### src/rtl/fetch_unit_pkg.sv
// Shared definitions for the IF stage: data width, the NOP word, fetch FSM
// state encodings and the PC increment helper.
package fetch_unit_pkg;

  localparam int XLEN = 32;

  localparam logic [XLEN-1:0] NOP_WORD = 32'h0000_0000;

  typedef enum logic [1:0] {
    ST_IDLE  = 2'd0,
    ST_WAIT  = 2'd1,
    ST_FULL  = 2'd2,
    ST_DRAIN = 2'd3
  } fetch_state_e;

  function automatic logic [XLEN-1:0] pc_plus4(input logic [XLEN-1:0] pc);
    return pc + 32'd4;
  endfunction

endpackage

### src/rtl/fetch_unit_sat_counter.sv
// Saturating up-counter used for the fetch stage's performance counters;
// holds at all-ones instead of wrapping.
module fetch_unit_sat_counter #(
  parameter int CNT_W = 16
) (
  input  logic             clk,
  input  logic             rst_n,
  input  logic             inc,
  output logic [CNT_W-1:0] count
);

  logic [CNT_W-1:0] count_q;
  logic [CNT_W-1:0] count_d;

  always_comb begin
    count_d = count_q;
    if (inc && (count_q != {CNT_W{1'b1}})) begin
      count_d = count_q + {{(CNT_W-1){1'b0}}, 1'b1};
    end
  end

  always_ff @(posedge clk or negedge rst_n) begin
    if (!rst_n) begin
      count_q <= '0;
    end else begin
      count_q <= count_d;
    end
  end

  assign count = count_q;

endmodule

### src/rtl/fetch_unit.sv
// IF stage plus IF/ID register: owns the PC, runs the req/ack instruction
// fetch, parks one word while the pipe is stalled and applies redirects.
module fetch_unit
  import fetch_unit_pkg::*;
#(
  parameter logic [31:0] RESET_PC = 32'h0000_0000,
  parameter int          CNT_W    = 16
) (
  input  logic             clk,
  input  logic             reset,
  input  logic             PC_Wr_en,
  input  logic             IF_ID_Wr_en,
  input  logic             IF_ID_flush,
  input  logic             Branch_taken,
  input  logic [31:0]      Branch_target,
  input  logic             Jump_en,
  input  logic [31:0]      Jump_target,
  input  logic             imem_ack,
  input  logic [31:0]      imem_rdata,
  output logic             imem_req,
  output logic [31:0]      imem_addr,
  output logic [31:0]      IF_ID_Instruction,
  output logic [31:0]      IF_ID_PC_plus4,
  output logic             IF_ID_valid,
  output logic [CNT_W-1:0] stall_cycles,
  output logic [CNT_W-1:0] flush_count,
  output logic [1:0]       dbg_state
);

  // Handshake: imem_req is held high with imem_addr stable until imem_ack is
  // seen; one word transfers on each cycle where imem_req && imem_ack.

  fetch_state_e state_q, state_d;
  logic [31:0]  pc_q, pc_d;
  logic [31:0]  drain_addr_q, drain_addr_d;
  logic [31:0]  buf_q, buf_d;
  logic [31:0]  instr_q, instr_d;
  logic [31:0]  pc4_q, pc4_d;
  logic         valid_q, valid_d;

  logic         redirect;
  logic [31:0]  target;
  logic         advance;
  logic         word_avail;
  logic [31:0]  word;
  logic         stall_inc;
  logic         flush_inc;

  assign redirect = Branch_taken | Jump_en;
  assign target   = Branch_taken ? Branch_target : Jump_target;
  // A word is consumed only when PC and IF/ID both move, so it is never
  // duplicated by a refetch nor lost to a held IF/ID.
  assign advance  = PC_Wr_en & IF_ID_Wr_en;

  always_comb begin
    state_d      = state_q;
    pc_d         = pc_q;
    drain_addr_d = drain_addr_q;
    buf_d        = buf_q;
    word_avail   = 1'b0;
    word         = imem_rdata;
    case (state_q)
      ST_IDLE: begin
        state_d = ST_WAIT;
        if (redirect) begin
          pc_d = target;
        end
      end
      ST_WAIT: begin
        if (redirect) begin
          pc_d = target;
          if (!imem_ack) begin
            state_d      = ST_DRAIN;
            drain_addr_d = pc_q;
          end
        end else if (imem_ack) begin
          if (advance) begin
            word_avail = 1'b1;
            pc_d       = pc_plus4(pc_q);
          end else begin
            state_d = ST_FULL;
            buf_d   = imem_rdata;
          end
        end
      end
      ST_FULL: begin
        if (redirect) begin
          pc_d    = target;
          state_d = ST_WAIT;
        end else if (advance) begin
          word_avail = 1'b1;
          word       = buf_q;
          pc_d       = pc_plus4(pc_q);
          state_d    = ST_WAIT;
        end
      end
      ST_DRAIN: begin
        // The outstanding request must complete; its data belongs to the
        // abandoned path and is dropped.
        if (redirect) begin
          pc_d = target;
        end
        if (imem_ack) begin
          state_d = ST_WAIT;
        end
      end
      default: begin
        state_d = ST_IDLE;
      end
    endcase
  end

  always_comb begin
    instr_d = instr_q;
    pc4_d   = pc4_q;
    valid_d = valid_q;
    if (IF_ID_flush) begin
      instr_d = NOP_WORD;
      pc4_d   = 32'h0;
      valid_d = 1'b0;
    end else if (!IF_ID_Wr_en) begin
      instr_d = instr_q;
    end else if (word_avail) begin
      instr_d = word;
      pc4_d   = pc_plus4(pc_q);
      valid_d = 1'b1;
    end else begin
      instr_d = NOP_WORD;
      pc4_d   = 32'h0;
      valid_d = 1'b0;
    end
  end

  always_ff @(posedge clk or negedge reset) begin
    if (!reset) begin
      state_q      <= ST_IDLE;
      pc_q         <= RESET_PC;
      drain_addr_q <= RESET_PC;
      buf_q        <= NOP_WORD;
      instr_q      <= NOP_WORD;
      pc4_q        <= 32'h0;
      valid_q      <= 1'b0;
    end else begin
      state_q      <= state_d;
      pc_q         <= pc_d;
      drain_addr_q <= drain_addr_d;
      buf_q        <= buf_d;
      instr_q      <= instr_d;
      pc4_q        <= pc4_d;
      valid_q      <= valid_d;
    end
  end

  assign imem_req  = (state_q == ST_WAIT) || (state_q == ST_DRAIN);
  assign imem_addr = (state_q == ST_DRAIN) ? drain_addr_q : pc_q;

  assign IF_ID_Instruction = instr_q;
  assign IF_ID_PC_plus4    = pc4_q;
  assign IF_ID_valid       = valid_q;
  assign dbg_state         = state_q;

  assign stall_inc = ~IF_ID_Wr_en & ~IF_ID_flush;
  assign flush_inc = IF_ID_flush;

  fetch_unit_sat_counter #(.CNT_W(CNT_W)) u_stall_cnt (
    .clk   (clk),
    .rst_n (reset),
    .inc   (stall_inc),
    .count (stall_cycles)
  );

  fetch_unit_sat_counter #(.CNT_W(CNT_W)) u_flush_cnt (
    .clk   (clk),
    .rst_n (reset),
    .inc   (flush_inc),
    .count (flush_count)
  );

endmodule

### config.mk
export PLATFORM = sky130hd
export DESIGN_NAME = fetch_unit
export DESIGN_NICKNAME = d
export VERILOG_FILES = /design/src/rtl/fetch_unit_pkg.sv /design/src/rtl/fetch_unit_sat_counter.sv /design/src/rtl/fetch_unit.sv
export SDC_FILE = /design/constraint.sdc
export NUM_CORES = 1
export LEC_CHECK = 0
export ABC_AREA = 1
export ABC_CLOCK_PERIOD_IN_PS = 3870
export BUFFER_PORTS_ARGS = -buffer_cell sky130_fd_sc_hd__buf_2
export CORE_UTILIZATION = 23
export DETAILED_ROUTE_END_ITERATION = 12
export GPL_ROUTABILITY_DRIVEN = 1
export GPL_TIMING_DRIVEN = 0
export REMOVE_ABC_BUFFERS = 1
export SYNTH_ARGS = -nofsm -noshare
export SYNTH_HDL_FRONTEND = slang
export SYNTH_SLANG_ARGS = --single-unit
export TNS_END_PERCENT = 30
### constraint.sdc
create_clock -name clk -period 3.87 [get_ports clk]
set_input_delay 0 -clock clk [delete_from_list [all_inputs] [get_ports clk]]
set_output_delay 0 -clock clk [all_outputs]
set_load 0.005 [all_outputs]
After elaboration in Yosys (flattened, before gate mapping)
Cells that the tools add are included.
{"block": "totals", "reg_bits": 195, "inputBits": 104, "output_inout_bits": 132, "word_cells": 73}
{"block": "op_classes", "add_sub_neg": 3, "n_eq_ne": 11, "n_mux": 33, "bitwise": 7, "n_reduce_logical": 10}
{"op": "$mux W32", "count": 16}
{"op": "$pmux W32 S3", "count": 1}
{"op": "$add A16 B1 Y16 const B", "count": 2}
{"op": "$add A32 B3 Y32 const B", "count": 1}
{"op": "$ne A16 B16 Y1 const B", "count": 2}
{"op": "$mux W2", "count": 7}
{"op": "$ne A3 B3 Y1 const B", "count": 4}
{"op": "$pmux W2 S4", "count": 1}
{"op": "$mux W1", "count": 7}
{"op": "$reduce_and A3 Y1", "count": 2}
{"op": "$reduce_and A5 Y1", "count": 1}
{"op": "$eq A2 B2 Y1 const B", "count": 2}
{"op": "$not A1 Y1", "count": 4}
{"op": "$and A1 B1 Y1", "count": 2}
{"op": "$eq A2 B1 Y1 const B", "count": 1}
{"op": "$logic_and A1 B1 Y1", "count": 2}
{"op": "$logic_not A2 Y1", "count": 1}
{"op": "$ne A2 B1 Y1 const B", "count": 1}
{"op": "$ne A2 B2 Y1 const B", "count": 1}
{"op": "$pmux W1 S2", "count": 1}
{"op": "$reduce_and A2 Y1", "count": 1}
{"op": "$reduce_bool A2 Y1", "count": 1}
{"op": "$reduce_or A2 Y1", "count": 1}
{"op": "$logic_or A1 B1 Y1", "count": 1}
{"op": "$or A1 B1 Y1", "count": 1}

Depth between registers and ports, before layout
Gate-level depths: netlist of the first run.
{"block": "depth", "depth_word": 8, "ltp_mapped": 12, "ltp_nobuf": 10}

Hierarchy
From an unflattened synthesis of the first run, not the netlist that was laid out.
{"block": "unflattened", "cells_unflattened": 1478, "area_unflattened_um2": 10955.5}
{"module": "fetch_unit", "n_inst": 1, "cells_per_inst": 1184, "area_per_inst_um2": 8893.5, "seq_area_each_um2": 4078.9}
{"module": "fetch_unit_sat_counter", "n_inst": 2, "cells_per_inst": 147, "area_per_inst_um2": 1031.0, "seq_area_each_um2": 400.4}

Worst setup path before layout of the first run
No wires, ideal clock.
{"block": "synth_timing", "path_type": "register to register", "from": "reg state_q[0], in the netlist dbg_state[0]", "to": "reg pc4_q[10], in the netlist IF_ID_PC_plus4[10]", "setup_time_ns": 0.066, "arrival_ns": 1.610, "t_required_ns": 3.804, "setup_slack_ns": 2.194, "stages_incl_launch_ff": 10, "path_buffers": 2, "period_less_slack_ns": 1.676, "path_cell_list": "dfrtp_1 -> inv_1 -> ha_1 -> nor3_1 -> nand2_4 -> inv_2 -> buf_6 -> buf_6 -> nand2_1 -> nand2_1"}
{"block": "synth_between", "elab_chain_cells": 5, "elab_cells_between_ends": 6, "classes_between": "2 x eq/ne; 4 x mux"}
{"element": "start, declared", "line_no": "fetch_unit.sv:33", "rtl": "fetch_state_e state_q, state_d;"}
{"element": "start signal, assigned", "line_no": "fetch_unit.sv:144", "rtl": "state_q <= state_d;"}
{"element": "$eq A2 B2 Y1 or $eq A2 B1 Y1 (tied branches)", "line_no": "fetch_unit.sv:62", "rtl": "case (state_q)"}
{"element": "$pmux W1 S2 (*)", "line_no": "fetch_unit.sv:62"}
{"element": "$mux W32 (*)", "line_no": "fetch_unit.sv:123", "rtl": "end else if (word_avail) begin"}
{"element": "$mux W32 (*)", "line_no": "fetch_unit.sv:121", "rtl": "end else if (!IF_ID_Wr_en) begin"}
{"element": "$mux W32 (*)", "line_no": "fetch_unit.sv:117", "rtl": "if (IF_ID_flush) begin"}
{"element": "end signal, assigned", "line_no": "fetch_unit.sv:149", "rtl": "pc4_q <= pc4_d;"}
{"element": "end, declared", "line_no": "fetch_unit.sv:38", "rtl": "logic [31:0] pc4_q, pc4_d;"}
Every way passes the cells marked *; elsewhere a longest branch is shown, timed or not. The select of a mux whose other input is x is not followed.
A chain may end at the register's enable or synchronous reset.

Final worst setup path of the first run
{"block": "layout_timing", "from": "reg state_q[0], in the netlist dbg_state[0]", "to": "reg pc_q[22]"}
{"block": "layout_between", "elab_chain_cells": 4, "elab_cells_between_ends": 9, "classes_between": "5 x eq/ne; 1 x mux; 3 x reduce/logical"}
{"element": "$eq A2 B2 Y1 or $logic_not A2 Y1 (tied branches)", "line_no": "fetch_unit.sv:62"}
{"element": "$reduce_or A2 Y1 (no source line)"}
{"element": "$ne A2 B1 Y1 (no source line)"}
{"element": "$reduce_and A2 Y1 (no source line)"}
{"element": "end signal, assigned", "line_no": "fetch_unit.sv:145", "rtl": "pc_q <= pc_d;"}
{"element": "end, declared", "line_no": "fetch_unit.sv:34", "rtl": "logic [31:0] pc_q, pc_d;"}
Parallel ways exist; a longest one is shown, timed or not.

==> results of run 1 <==
[state kept, by name, indices dropped and copies added, names as in the netlist]
name / count
drain_addr_q: 32
pc_q: 32
IF_ID_Instruction: 32
u_flush_cnt.count: 16
IF_ID_PC_plus4: 32
IF_ID_valid: 1
u_stall_cnt.count: 16
dbg_state: 2
buf_q: 32
[cells in the final DEF, fill, tap and decap left out, types with 13 or more instances in the layout]
cell type        n
mux2i_1         32
dfrtp_1        195
nor3_1          16
xor2_1          13
nor2_1          84
inv_1          112
o21ai_0        200
nand3_1         62
a21oi_1         40
clkbuf_16       17
buf_2          234
dlygate4sd3_1  116
nand2_1        530
[critical path, stage by stage (launching register included)]
cell and delay, ps:
dfrtp_1 400, inv_1 80, ha_1 360, nor2_4 800
inv_2 540, nand2_1 160, o21ai_0 80, dlygate4sd3_1 610
inv_1 70, nand2_1 60, nand2_1 60
[kinds of logic after synthesis]
family	after synthesis	synth area share, %
AOI/OAI and AO/OA	260	12.8
buffers and inverters	182	7.33
and+or+nand+nor	727	28.2
muxes	32	3.05
DFF	195	46.5
adders and majority gates	6	0.715
xor gates and xnor gates	18	1.50
[layout make-up]
| type | count | area (µm²) | area share [%] |
|---|---|---|---|
| multi-input combinational | 1043 | 4860 | 34.6 |
| clock inverter | 10 | 146 | 1.04 |
| antenna | 2 | 5.00 | 0.0356 |
| inverter | 120 | 453 | 3.22 |
| tap | 592 | 741 | 5.27 |
| timing repair buffer | 357 | 2480 | 17.7 |
| sequential | 195 | 4880 | 34.7 |
| clock buffer | 22 | 474 | 3.38 |
[Yosys cell counts (all sizes together)]
cell type and number:
a22o 6, nand3 65, mux2i 32, buf 31
nor4 1, o211ai 6, xnor2 5, nor3 18
nand4 6, nand2 538, ha 6, o21ai 208
nor2 92, nand3b 6, inv 120, xor2 13
a21oi 40, dfrtp 195, clkbuf 31, or2 1
[what timing repair did]
item / 4_1_cts / 5_1_grt
endpoints found under the hold margin: 196 / 0
hold buffers: 116 / 0
resized for setup: 0 / 0
[power breakdown]
| group | switching (mW) | internal (mW) |
|---|---|---|
| sequential | 0.367 | 2.54 |
| combinational | 1.47 | 0.905 |
| clock | 0.863 | 1.07 |
[metrics by stage]
stage | setup WS (ps) | TNS (ps) | cells | power [mW]
finish | 560 | 0 | 2341 | 7.22
global route | 266 | 0 | 2341 | 7.78
CTS | 452 | 0 | 2339 | 7.33
detailed placement | 500 | 0 | 2191 | 5.20
global placement | -2600 | -271930 | 2185 | 5.09
floorplan | 856 | 0 | 1358 | 4.15
[per-layer routing]
metal / GRT usage [%] / vias to the layer above / part of all wire (%)
met5: 0 / - / 0.051
met4: 6.29 / 4 / 2.1
met3: 4.37 / 32 / 5.9
met2: 24.1 / 307 / 46
met1: 19.9 / 4980 / 46
li1: - / 5190 / -
[worst paths after layout]
kind                                    start                    to  slack [ps]  cells past startpoint
min                                   Jump_en          dbg_state[0]          80                      7
min in group asynchronous               reset      drain_addr_q[14]         140                      2
max                              dbg_state[0]              pc_q[22]         560                     10
max reg2reg                      dbg_state[0]              pc_q[22]         560                     10
max in group asynchronous               reset  IF_ID_Instruction[2]        2710                      3
min reg2reg                IF_ID_PC_plus4[22]    IF_ID_PC_plus4[22]         480                      2
==> summary.md, run 1 <==
The run finished with clean final reports. The post-DP HPWL is 23900 µm, and the area of the die is 0.0465 mm². Measured along the y axis, the die boundary spans 216 µm. The number of nets in the finished design is 1844.

The run gives 0 as the final hold violation count. Summing all placed instances gives a cell area of 0.0123 mm². The tools report the max-slew violation count as 0. The worst setup path is launched from a flip-flop. The logs give 4 for the H-tree depth reported by CTS and 17 for the number of buffers created by CTS. Worst setup path category: reg2reg. The share of synthesized area in the top cell type comes to 46.5%. The layout overhead on the synthesized area works out to 33.8%. Number of clock sinks: 195. Subtracting the final worst setup slack from the clock period gives 3310 ps. The final layout contains routed wiring with a total length of 35000 µm. The maximum fanout along the worst path works out to 34.

In this run the deepest clock path goes through 2 buffers. Initial DRC count: 631. The die outline width is 216 µm, and the iteration count of the initial detailed-routing pass is 7. After routing the design area is 0.0140 mm².

The number of cells produced by synthesis is 1420. Sequential cells were found to cover 46.5% of the synthesized design area. In this run, distinct cell masters in the synthesized netlist total 33. The worst clock skew was 14.1 ps; the port buffer count was 235. The number of rows in the core area is 77.

Clock latency at the later pin of the worst-skew pair: 480 ps. The number of antenna violations at the first check in global routing is 4, and the average wire per cell in the routed design is 15.0 µm. Cells with a size suffix above 1 make up 17.3% of the layout. The initial utilization of the core area, before any placement, comes to 23.5%. The run gives 4280 ps as the required time at the worst-slack endpoint. The worst hold path belongs to the class in2reg.

The cell sitting at the root of the clock tree is a clkbuf_16. Pin placement for this block handled 236 I/O pins. By area the synthesized netlist is led by dfrtp_1 46%, nand2_1 19%, o21ai_0 9.5%. For this run, the share of the core covered by cells in the final layout is 31.5%. For the pin with the worst max-slew slack, the measured transition is 1050 ps. For this run, design rule violations remaining after detail routing come to 0.

In this run the mean area of a mapped cell was 7.39 µm². The portion of the clock cycle consumed by the worst path in the final layout was 85.5%; the detail-routed via count per cell was 4.49. VDD sags by at most 0.401 mV. STA classifies the critical path endpoint as a flip-flop. The number of flip-flops and latches in the synthesized netlist is 195. For this run, the number of Yosys warnings is 0.

The tools report the tightest slew margin relative to the limit as 30.0%. Setup violations remaining at the end of the flow were counted as 0. At the end of routability-driven placement, the weighted congestion stood at 0.841. The maximum number of pins on one net before global-route repair came out at 102.

The power per standard cell area is 514 mW/mm². The achievable frequency is 302 MHz. dfrtp_1 takes more of the synthesized area than any other cell. The remaining antenna violation count came out at 0. The tools report the buffer count from post-CTS setup fixing as 0. The run gives 15.4% as the overall routing resource usage. Setup repair after global routing left no endpoint under its margin. Summing over every cut layer, the via total after detailed routing is 10500. Static leakage: 7.22 nW. The number of fill cells in the layout is 4725, and the minimum hold slack is 75.5 ps. The first-pass GRT wire length was 55600 µm; the clock-pin slew on the worst setup and hold paths was 70 ps.

The floorplan step defined a core boundary enclosing 0.0446 mm². The tools report the data arrival at the endpoint of the critical path as 3720 ps. The tool flagged a number of max-cap violations equal to 0. Global routing finished with a remaining overflow of 0. Via count of the first global-routing pass: 10100. The post-synthesis instance area came out at 0.0105 mm². TritonCTS built the clock tree.
Power figures use the tool's default switching activity.
==> run 2: changes to the inputs <==
RECOVER_POWER = 100   (was not set)
==> summary.md, run 2 (same netlist as run 1, synthesis figures left out) <==
The startpoint identified for the worst hold timing path is PC_Wr_en. By startpoint and endpoint, the worst setup path is classified as in2reg. The number of buffers created by CTS came out at 17 (unchanged).

The tools report the worst clock skew as 11.8 ps (-2.20 ps). The top cell types in the final layout, fill and taps aside, are 534 x nand2_1, 208 x o21ai_0, 195 x dfrtp_1, 148 x buf_2. The path with the worst hold slack has its endpoint at buf_q[26]. The maximum number of pins on one net before global-route repair came out at 102 (unchanged).

The number of clock sinks was 195 (unchanged); the top-level port count was 236 (unchanged). For the clock share of power, the log shows 27.2% (+0.4 points). The logs give 4782 (+1.2%) for the number of fill cells in the layout and 0.0465 mm² (unchanged) for the area of the die. The number of nets in the finished design was 1844 (unchanged).

The die outline width is 216 µm (unchanged). The port buffer count is 235 (unchanged), and the height of the chip is 216 µm (unchanged). The register share of total power was 40.9% (+0.6 points).

Setup repair after global routing left no endpoint under its margin. The H-tree depth reported by CTS came out at 4 (unchanged). The slack of the worst reg-to-reg path is 560 ps (about the same). The kind of start point of the critical path was a primary input.

The tools report the number of endpoints failing setup at the final stage as 0 (unchanged). The number of antenna violations at the first check in global routing is 4 (unchanged). The total chip power was 7.11 mW (-1.5%).

The run finished, with violations left. The length in cells of the worst reg-to-reg path is 10 (unchanged). Static leakage: 6.88 nW (-4.8%). The logs give 4.42 mW (-2.1%) for the cell-internal power and 0 (unchanged) for the buffer count from post-CTS setup fixing.

The path class of the tightest hold or removal check is in2reg. The core footprint was 0.0446 mm² (unchanged). The final reports fail on max-capacitance violations, max-slew violations.

The combinational share of power was 31.9% (-1.0 points); the layout cell share with drive strength beyond 1 was 11.6% (-5.7 points). The clock-pin slew on the worst setup and hold paths is 70 ps (about the same), and the instance count along the most critical hold path is 6 (-1). From synthesis to final layout, the design area changed by 31.9%. Leading cell type in the layout, fill and taps excluded: nand2_1. The detailed-route DRC error count is 0 (unchanged), and the data arrival at the endpoint of the critical path is 3760 ps (+40 ps). The slew of the pin with the lowest slew margin is 2610 ps (+1560 ps).

The reported max-cap violation count is 2 (+2), and the via count of the first global-routing pass is 10100 (unchanged). For the overall routing resource usage, the log shows 15.4% (unchanged). Clock tree synthesis selected as its root buffer the cell clkbuf_16.

Detail-routed via count per cell: 4.48 (-0.25%). The maximum fanout along the worst path works out to 38 (+12%). Remaining global-route overflow: 0 (unchanged). On the critical path, the stage with the largest delay is an instance of nand2_2. The tools report the maximum vdd drop as 0.408 mV (+1.8%).

In this design, the critical path's most frequently occurring cell is nand2_1. The tightest slew margin relative to the limit is -74.0% (-100 points), and the clock latency at the later pin of the worst-skew pair is 480 ps (about the same). The achievable frequency was 294 MHz (-2.6%).

On the critical path the largest part of the delay comes from simple AND/OR/NAND/NOR gates. The tools report the final hold violation count as 0 (unchanged). The worst setup path is captured at a flip-flop. The number of rows in the core area was 77 (unchanged); the total vias in the final route was 10500 (-0.25%). For the minimum hold slack, the log shows 143 ps (+67.5 ps). The portion of the clock cycle consumed by the worst path in the final layout came out at 87.8% (+2.3 points). The quantity of hold-fixing buffers added after cts came out at 116 (unchanged).

For the iteration count of the initial detailed-routing pass, the log shows 6 (-1). The initial DRC count was 654 (+3.6%). The delay of the slowest cell on the worst path is 810 ps (about the same), and the power per standard cell area is 513 mW/mm² (-0.11%). The clock tree buffer depth is 2 (unchanged), and the remaining antenna violation count is 0 (unchanged). The average wire per cell in the routed design works out to 14.9 µm (-0.31%). The initial standard-cell utilization of the core came out at 23.5% (unchanged). Final critical path time including I/O delays and setup: 3400 ps (+88.3 ps). The switching power as a share of total power works out to 37.7% (+0.37 points).

Number of instances resized during post-cts repair: 0 (unchanged). Traced cell by cell, the critical path runs through buf_2, inv_4, nand2_1, inv_1, nand2_2, nand2_1, nand2_4, o21ai_0, dlygate4sd3_1. The first-pass GRT wire length came out at 55600 µm (unchanged). The total routed wirelength was 34900 µm (-0.31%); the routability congestion estimate was 0.841 (unchanged). The startpoint identified for the worst register-to-register timing path is dbg_state[0]. The tools report the net switching power of the design as 2.68 mW (-0.54%).

The run gives 160 (+160) as the max-slew violation count. Required time at the worst-slack endpoint: 4230 ps (-50 ps). TritonCTS built the clock tree. In this run the critical register-to-register path is captured at pc_q[22]. The post-DP HPWL is 23900 µm (unchanged), and the count of buffering cells on the critical path with inverters included is 4 (unchanged).
[run 2: cell count changes in the layout (fill, tap and decap cells not counted), moves of 4 or more]
cell,change
o21ai_0,+8
inv_1,+4
clkbuf_1,+86
buf_2,-86
o21ai_1,-8
inv_2,-4
nand2_1,+4
[run 2: power groups by stage]
stage	combinational, mW	sequential [mW]	clock, mW
2_1_floorplan	1.31	2.85	0
3_3_place_gp	2.17	2.92	0
3_5_place_dp	2.26	2.94	0
4_1_cts	2.40	2.91	2.02
5_1_grt	2.59	2.98	2.09
6_report	2.27	2.91	1.93
[run 2: worst max path at each step]
stage	startpoint	endpoint	slack (ps)	depth (start not counted)
finish	Branch_taken	IF_ID_Instruction[16]	470	9
global route	Branch_taken	IF_ID_Instruction[16]	160	9
CTS	dbg_state[0]	pc_q[22]	450	10
detailed placement	Branch_taken	IF_ID_PC_plus4[23]	500	10
global placement	IF_ID_flush	u_stall_cnt.count[6]	-2600	7
floorplan	IF_ID_flush	u_stall_cnt.count[7]	860	6
[run 2: routing by layer]
layer	share of wire, %	GRT usage, %
met4	2.2	6.29
met1	45	19.9
met3	6.3	4.37
met2	46	24.1
met5	0.052	0
[run 2: through the flow]
step           cell area [µm²]  TNS (ps)  util (%)  setup WS [ps]  instances
2_1_floorplan            10200         0         -            856       1358
3_3_place_gp             12100   -271930      27.1          -2600       2185
3_5_place_dp             12300         0      27.5            500       2191
4_1_cts                  14000         0      31.5            452       2339
5_1_grt                  13800         0      31.0            161       2341
6_report                 13800         0      31.0            472       2341
[run 2: final cells by class]
class,instances,area [µm²],area share [%]
repair buffers,357,2330,16.9
flip-flops and latches,195,4880,35.2
well taps,592,741,5.35
clock inverters,10,146,1.06
diodes,2,5.00,0.0361
multi-input cells,1043,4810,34.8
clock buffers,22,474,3.42
inverters,120,453,3.27
[run 2: worst reg2reg max path, stage by stage, from the launching register on]
cell and delay, ps:
dfrtp_1 400, inv_1 80, ha_1 360, nor2_4 800
inv_2 550, nand2_1 190, o21ai_0 90, dlygate4sd3_1 610
inv_1 70, nand2_1 60, nand2_1 60
==> run 3: changes to the inputs <==
MAX_ROUTING_LAYER = met4   (was not set)
SLEW_MARGIN = 5   (was not set)
==> summary.md, run 3 (same netlist as run 1, synthesis figures left out) <==
The length in cells of the worst reg-to-reg path came out at 10 (unchanged). The static leakage came out at 6.82 nW (-0.79%). Routability congestion estimate: 0.841 (about the same). The net switching power of the design is 2.71 mW (+1.1%).

STA classifies the critical path startpoint as a primary input. The final reports fail on max-capacitance violations, max-slew violations. The average wire per cell in the routed design was 15.1 µm (+1.3%); the standard cell area after detailed placement was 0.0122 mm² (-0.10%).

The tools report the core footprint as 0.0446 mm² (unchanged). The required time at the worst-slack endpoint was 4240 ps (about the same). The startpoint identified for the worst register-to-register timing path is dbg_state[0].

The flow ran to the end, but the final reports show violations. The slew of the pin with the lowest slew margin is 2620 ps (+8.71 ps). In this run the worst hold path is classified as in2reg. The cell-internal power came out at 4.27 mW (-3.4%).

For the number of rows in the core area, the log shows 77 (unchanged). The logs give 2 (unchanged) for the reported max-cap violation count and 0.0465 mm² (unchanged) for the area of the die. The tools report the clock latency at the later pin of the worst-skew pair as 490 ps (about the same). The top-level port count is 236 (unchanged), and the overall routing resource usage is 16.1% (+0.65 points). The die outline width is 216 µm (unchanged). The initial standard-cell utilization of the core was 23.5% (unchanged).

The most critical setup path has its startpoint at Branch_taken. The cell sitting at the root of the clock tree is a clkbuf_16. The tightest slew margin relative to the limit is -74.6% (-0.58 points), and the number of endpoints failing setup at the final stage is 0 (unchanged).

Leaving out fill and tap cells, the most frequent cell in the layout is nand2_1. The combinational share of power was 32.5% (+0.6 points); the number of nets in the finished design was 1837 (-0.38%). The tools report the clock tree buffer depth as 2 (unchanged).

For the buffer count from post-CTS setup fixing, the log shows 0 (unchanged). Setup repair after global routing left no endpoint under its margin. First-pass GRT wire length: 55800 µm (+0.33%).

The tools report the number of buffers created by CTS as 17 (unchanged). The initial DRC count was 736 (+13%). The worst clock skew was 9.73 ps (-2.12 ps). The max-slew violation count was 161 (+0.63%). The layout overhead on the synthesized area is 30.8%, and the layout cell share with drive strength beyond 1 is 11.8% (+0.28 points). The final critical path time including I/O delays and setup is 3430 ps (+32.0 ps).

The port buffer count was 235 (unchanged). For the achievable frequency, the log shows 292 MHz (-0.93%). The final design area excluding fillers is 0.0137 mm² (-0.82%), and the power per standard cell area is 509 mW/mm² (-0.91%).

The tools report the number of antenna violations at the first check in global routing as 2 (-2). The utilization of the core after routing was 30.8% (-0.26 points); the total negative slack for setup checks was 0 ps (unchanged). The number of clock sinks is 195 (unchanged), and the height of the chip is 216 µm (unchanged). The detail-routed via count per cell works out to 4.45 (-0.62%). The tools report the critical hold path startpoint as PC_Wr_en.

The switching power as a share of total power is 38.8% (+1.1 points). The critical path capture point type was a flip-flop. In the layout the commonest cells are 534 x nand2_1, 208 x o21ai_0, 195 x dfrtp_1, 151 x buf_2, 116 x inv_1. The total vias in the final route is 10400 (-0.92%).

For the total routed wirelength, the log shows 35300 µm (+0.98%). The portion of the clock cycle consumed by the worst path in the final layout works out to 88.6% (+0.83 points). The critical path is of the in2reg type.

The remaining antenna violation count was 0 (unchanged); the via count of the first global-routing pass was 10100 (-0.19%). TritonCTS built the clock tree. The logs give 0 (unchanged) for the final hold violation count and 3800 ps (+40 ps) for the data arrival at the endpoint of the critical path. The clock-pin slew on the worst setup and hold paths was 80 ps (about the same); the remaining global-route overflow was 0 (unchanged). The H-tree depth reported by CTS is 4 (unchanged), and the maximum fanout along the worst path is 38 (unchanged).

The tools report the iteration count of the initial detailed-routing pass as 4 (-2). The logs give 25.9% (-1.3 points) for the clock share of power and 101 (-0.98%) for the maximum number of pins on one net before global-route repair. Instance count along the most critical hold path: 6 (unchanged).

The detailed-route DRC error count was 0 (unchanged); the maximum vdd drop was 0.452 mV (+11%). The tools report the post-DP HPWL as 23900 µm (-0.29%). The run gives 41.7% (+0.8 points) as the register share of total power.
## run 3: cell count changes in the layout (fill, tap and decap cells not counted), sizes merged
cell / delta
clkinvlp: +1
buf: +4
inv: +1
bufinv: -2
clkinv: +1
clkbuf: -7
diode: +1
dlygate4sd3: -6
## run 3: path summary, 6_finish.rpt
kind / end / slack, ps
max: IF_ID_Instruction[31] / 440
min: buf_q[26] / 160
max reg2reg: pc_q[21] / 530
min reg2reg: IF_ID_Instruction[15] / 480
max in group asynchronous: buf_q[9] / 1440
min in group asynchronous: drain_addr_q[11] / 820
## run 3: per-layer routing
layer	up-vias	track usage [%]	routed length (µm)
li1	5177	-	-
met1	4887	20.2	16100
met2	300	24.9	16300
met3	27	4.21	2220
met4	0	5.67	731
met5	-	-	0
## run 3: timing repair
| item | CTS | global route |
|---|---|---|
| hold endpoints to repair | 203 | 0 |
| resized for setup | 0 | 0 |
| hold buffers | 110 | 0 |
## run 3: metrics by stage
stage	power, mW	instances	hold WS (ps)	setup slack, ps
detailed placement	5.19	2190	105	570
global placement	5.09	2185	224	-2580
finish	6.98	2334	157	440
global route	7.55	2333	158	128
floorplan	4.15	1358	-296	856
CTS	7.20	2331	45.8	442
## run 3: critical path, cell delays in order
cell and delay, ps:
buf_2 630, inv_4 330, nand2_1 400, inv_1 150, nand2_2 840, nand2_1 230
nand2_4 410, o21ai_0 170, dlygate4sd3_1 580
## run 3: power by group through the flow
stage               combinational [mW]  sequential, mW  clock (mW)
CTS                               2.39            2.91        1.90
floorplan                         1.31            2.85           0
finish                            2.27            2.91        1.81
global placement                  2.17            2.92           0
global route                      2.61            2.98        1.96
detailed placement                2.25            2.94           0
## run 3: cell type report
| cell class | instances | area, µm² |
|---|---|---|
| antenna | 3 | 7.51 |
| sequential | 195 | 4880 |
| inverter | 120 | 453 |
| clock buffer | 20 | 457 |
| fill | 4773 | 30900 |
| tap | 592 | 741 |
| multi-input combinational | 1043 | 4820 |
| clock inverter | 11 | 103 |
| timing repair buffer | 350 | 2270 |
